`src/rtl/watchdog_core.sv`:
```
// rtl/watchdog_core.sv - armable countdown watchdog with prescaled ticks, kick service and expiry bark
module watchdog_core #(
    parameter int CNT_W     = 32,
    parameter int ELAPSED_W = 16,
    parameter int PRESCALE  = 1
) (
    input  logic                 clk,
    input  logic                 rst_n,
    input  logic                 start,
    input  logic                 stop,
    input  logic                 kick,
    input  logic [CNT_W-1:0]     timeout,
    output logic [1:0]           state,
    output logic [CNT_W-1:0]     remaining,
    output logic [ELAPSED_W-1:0] elapsed,
    output logic                 kick_ok,
    output logic                 expire,
    output logic                 bark,
    output logic [7:0]           expire_cnt
);
    typedef enum logic [1:0] {
        IDLE = 2'd0,
        RUN  = 2'd1,
        DONE = 2'd2
    } state_t;

    // Prescaler keeps at least one bit so PRESCALE=1 still elaborates cleanly.
    localparam int             PW       = (PRESCALE > 1) ? $clog2(PRESCALE) : 1;
    localparam logic [PW-1:0]  PRE_LAST = PW'(PRESCALE - 1);
    localparam logic [ELAPSED_W-1:0] EL_MAX = '1;

    state_t               cur, nxt;
    logic [CNT_W-1:0]     rem_n, tmo_q, tmo_n;
    logic [ELAPSED_W-1:0] el_n;
    logic [PW-1:0]        pre_q, pre_n;
    logic                 kok_n, exp_n, arm, load, tick;
    logic [7:0]           cnt_n;

    assign arm  = start && (timeout != '0);
    assign tick = (pre_q == PRE_LAST);

    always_comb begin
        nxt   = cur;
        rem_n = remaining;
        el_n  = elapsed;
        pre_n = pre_q;
        tmo_n = tmo_q;
        kok_n = 1'b0;
        exp_n = 1'b0;
        cnt_n = expire_cnt;
        load  = 1'b0;
        case (cur)
            IDLE: load = arm;
            RUN: begin
                if (stop) begin
                    nxt = IDLE;
                end else if (kick) begin
                    rem_n = tmo_q;
                    el_n  = '0;
                    pre_n = '0;
                    kok_n = 1'b1;
                end else begin
                    if (elapsed != EL_MAX) el_n = elapsed + ELAPSED_W'(1);
                    if (tick) begin
                        pre_n = '0;
                        if (remaining > CNT_W'(1)) begin
                            rem_n = remaining - CNT_W'(1);
                        end else begin
                            rem_n = '0;
                            nxt   = DONE;
                            exp_n = 1'b1;
                            if (expire_cnt != 8'hFF) cnt_n = expire_cnt + 8'd1;
                        end
                    end else begin
                        pre_n = pre_q + PW'(1);
                    end
                end
            end
            DONE: begin
                if (stop) nxt = IDLE;
                else      load = arm;
            end
            default: nxt = IDLE;
        endcase
        // Arming is shared by IDLE and DONE; stop in DONE takes precedence.
        if (load) begin
            nxt   = RUN;
            tmo_n = timeout;
            rem_n = timeout;
            el_n  = '0;
            pre_n = '0;
        end
    end

    always_ff @(posedge clk or negedge rst_n) begin
        if (!rst_n) begin
            cur        <= IDLE;
            remaining  <= '0;
            elapsed    <= '0;
            pre_q      <= '0;
            tmo_q      <= '0;
            kick_ok    <= 1'b0;
            expire     <= 1'b0;
            expire_cnt <= '0;
        end else begin
            cur        <= nxt;
            remaining  <= rem_n;
            elapsed    <= el_n;
            pre_q      <= pre_n;
            tmo_q      <= tmo_n;
            kick_ok    <= kok_n;
            expire     <= exp_n;
            expire_cnt <= cnt_n;
        end
    end

    assign state = cur;
    assign bark  = (cur == DONE);
endmodule

```
`config.mk`:
```
export PLATFORM = sky130hd
export DESIGN_NAME = watchdog_core
export DESIGN_NICKNAME = d
export VERILOG_FILES = /design/src/rtl/watchdog_core.sv
export SDC_FILE = /design/constraint.sdc
export NUM_CORES = 1
export LEC_CHECK = 0
export ABC_AREA = 1
export ABC_CLOCK_PERIOD_IN_PS = 2100
export CAP_MARGIN = 25
export CORE_MARGIN = 2
export CORE_UTILIZATION = 39
export DETAILED_ROUTE_END_ITERATION = 10
export PLACE_DENSITY = 0.71
export SLEW_MARGIN = 20
export SYNTH_ARGS = -nofsm -noshare
export SYNTH_HDL_FRONTEND = slang
export SYNTH_SLANG_ARGS = --single-unit
```
`constraint.sdc`:
```
create_clock -name clk -period 2.1 [get_ports clk]
set_input_delay 0.42 -clock clk [delete_from_list [all_inputs] [get_ports clk]]
set_output_delay 0.42 -clock clk [all_outputs]
set_load 0.1 [all_outputs]
```
==> results.sh <==
export IMPL_run_status="finished, final reports clean"
export IMPL_gp_congestion=0.928
export IMPL_synth_edff_count=0
export IMPL_grt_antenna_before_repair=1
export IMPL_critPathRequiredTime_ns=2.38
export IMPL_critical_path_peak_fanout=8
export IMPL_grt_overflow_total=0
export IMPL_cts_tree="yes"
export IMPL_final_period_utilization_pct=97.2
export IMPL_floorplan_rows=44
export IMPL_fin_ws_ns=0.0585
export IMPL_crit_path_end_kind="flip-flop"
export IMPL_drt_wl_total_microns=18500
export IMPL_core_box_area_sq_um=14500
export IMPL_critPathLaunchType="input port"
export IMPL_vias=6290
export IMPL_detail_route_first_pass_iterations=5
export IMPL_synthesis_area_sq_um=5750
export IMPL_cts_max_path_buffers=2
export IMPL_fraction_of_layout_instances_using_a_drive_strength_above_1_pct=23.6
export IMPL_mapped_nets=897
export IMPL_slew_violations=0
export IMPL_layout_commonest_cell="nand2_1"
export IMPL_synthDistinctLibCells=30
export IMPL_placed_cells_incl_taps=1214
export IMPL_detailed_place_area_sq_um=7550
export IMPL_hp_class="in2async"
export IMPL_worst_pin_slew_ns=0.462
export IMPL_crit_slowest_cell="clkdlybuf4s50_1"
export IMPL_die_x_microns=125
export IMPL_path_clk_slew_ns=0.07
export IMPL_first_iter_violations=596
export IMPL_cap_viol_max_count=0
export IMPL_synth_ff_latch_count=92
export IMPL_fin_worst_skew_ns=0.00779
export IMPL_finalCriticalPeriod_ns=2.04
export IMPL_finalPower_mw=8.60
export IMPL_static_leakage_power_nw=4.07
export IMPL_clock_latency_ns=0.35
export IMPL_grt_max_degree=39
export IMPL_vias_per_cell=5.08
export IMPL_max_slew_margin_rel_pct=69.2
export IMPL_vias_in_the_first_global_route=5710
export IMPL_clockRootBuffer="clkbuf_16"
export IMPL_clkSinkCount=92
export IMPL_post_synth_inst_count=856
export IMPL_final_util_pct=56.2
export IMPL_die_h_microns=125
export IMPL_synthTopCellsByArea="dfrtp_1 (40%), nand2_1 (20%), nor2_1 (11%)"
export IMPL_groute_usage_overall_pct=23.1
export IMPL_synth_warnings=0
export IMPL_layout_area_growth_over_synthesis_pct=41.5
export IMPL_crit_type="in2reg"
export IMPL_post_route_drc_count=0
export IMPL_synth_seq_area_share_pct=40.1
export IMPL_layout_nets=1091
export IMPL_critical_path_arrival_ns=2.32
export IMPL_timing_hold_ws_ns=0.0131
export IMPL_postSynth_topFlopCell="dfrtp_1"
export IMPL_placement_io_buffers=97
export IMPL_layout_cells_non_filler=1239
export IMPL_yosysTopAreaCellShare_pct=40.1
export IMPL_tritoncts_buffer_count=9
export IMPL_worst_r2r_setup_slack_ns=0.12
export IMPL_clock_fmax_mhz=490
export IMPL_postRouteAntennaNets=0
export IMPL_pwr_density_cell_nw_per_um2=1060
export IMPL_critical_path_max_stage_delay_ns=0.46
export IMPL_async_flop_share_pct=100
export IMPL_dpl_hpwl_microns=13400
export IMPL_setup_viol_count_final=0
export IMPL_vdd_ir_drop_max_mv=0.706
export IMPL_finish_instance_area_sq_um=8130
export IMPL_io_pin_count=98
export IMPL_grt_pass1_wl_microns=29100
export IMPL_setup_tns_ns=0
export IMPL_initial_core_util_pct=39.7
export IMPL_synth_top_area_cell="dfrtp_1"
export IMPL_floorplan_die_area_sq_um=15700
export IMPL_insertedDiodeCount=0
export IMPL_report_final_hold_viol_count=0
export IMPL_crit_chain="clkdlybuf4s50_1 > inv_2 > nand3_2 > nor2_2 > nand2_2 > o21ai_4 > buf_12 > nand2_2 > inv_2 > nand2_1 > nand2_4 > clkbuf_16 > nand2_1 > o21ai_1"
export IMPL_final_cell_mix="nand2_1 (299), buf_4 (160), nor2_1 (148), nand3_1 (81), dfrtp_1 (70)"
export IMPL_detailedPlace_worstSlack_ns=-0.463
export IMPL_routedWlPerCell_microns=14.9
export IMPL_cts_htree_levels=3
export IMPL_synthesis_area_per_instance_sq_um=6.71
==> final cells by class <==
class	instances	area [sq um]
Clock inverter	3	42.5
Tap cell	184	230
Timing Repair Buffer	213	1930
Clock buffer	13	240
Sequential cell	92	2330
Fill cell	1369	6340
Multi-Input combinational cell	675	3140
Inverter	59	221
==> cell families after synthesis <==
family	Yosys count	share of synthesized area, %
and+or+nand+nor	594	42.6
DFF	92	40.1
buffers and inverters	89	6.68
AOI/OAI and AO/OA	41	4.29
xor gates and xnor gates	36	5.49
adders and majority gates	4	0.871
==> per-layer routing <==
layer | vias up | track usage, % | wire length (microns)
met3 | 34 | 3.17 | 1240
met4 | 2 | 7.84 | 371
li1 | 3090 | - | -
met1 | 2923 | 32.4 | 8290
met5 | - | 0 | 13
met2 | 241 | 37.1 | 8550
==> worst paths after layout <==
kind,endpoint,from,depth (start not counted)
hold / removal,elapsed[2],rst_n,1
setup / recovery,elapsed[9],timeout[13],14
hold reg to reg,tmo_q[11],tmo_q[11],2
min in group clk,tmo_q[12],timeout[12],2
setup reg to reg,remaining[5],remaining[1],12
max in group asynchronous,state[0],rst_n,2
==> registers in the layout, summed over array words and instances, names as in the netlist <==
name        cells
expire_cnt      8
tmo_q          32
state           2
kick_ok         1
remaining      32
elapsed        16
expire          1
==> timing repair <==
| action | in CTS | in global routing |
|---|---|---|
| setup endpoints to repair | 49 | 56 |
| hold buffers | 0 | 0 |
| buffers inserted | 0 | 3 |
| cloned | 1 | 5 |
| pin swaps | 1 | 11 |
| gates resized for setup | 9 | 35 |
==> synth_stat cells, types with 10 or more instances <==
master      n
nor2_1    161
buf_2      13
nand3_1    82
inv_1      56
nand4_1    23
dfrtp_1    92
o21a_1     10
nand2_1   304
xor2_1     24
clkbuf_1   10
o21ai_1    15
xnor2_1    12
==> worst max-delay path: cells and delay by family <==
family	cells	cell delay (ns)
buffers and inverters	5	0.95
AOI/OAI and AO/OA	2	0.23
and+or+nand+nor	7	0.73
==> report_power, final <==
part,switching (mW),total [mW],internal (mW)
Sequential,0.276,2.42,2.14
Clock,0.692,1.62,0.924
Combinational,3.17,4.56,1.39
Total,4.14,8.60,4.46
Note: power is estimated with default switching activity, not from simulation.
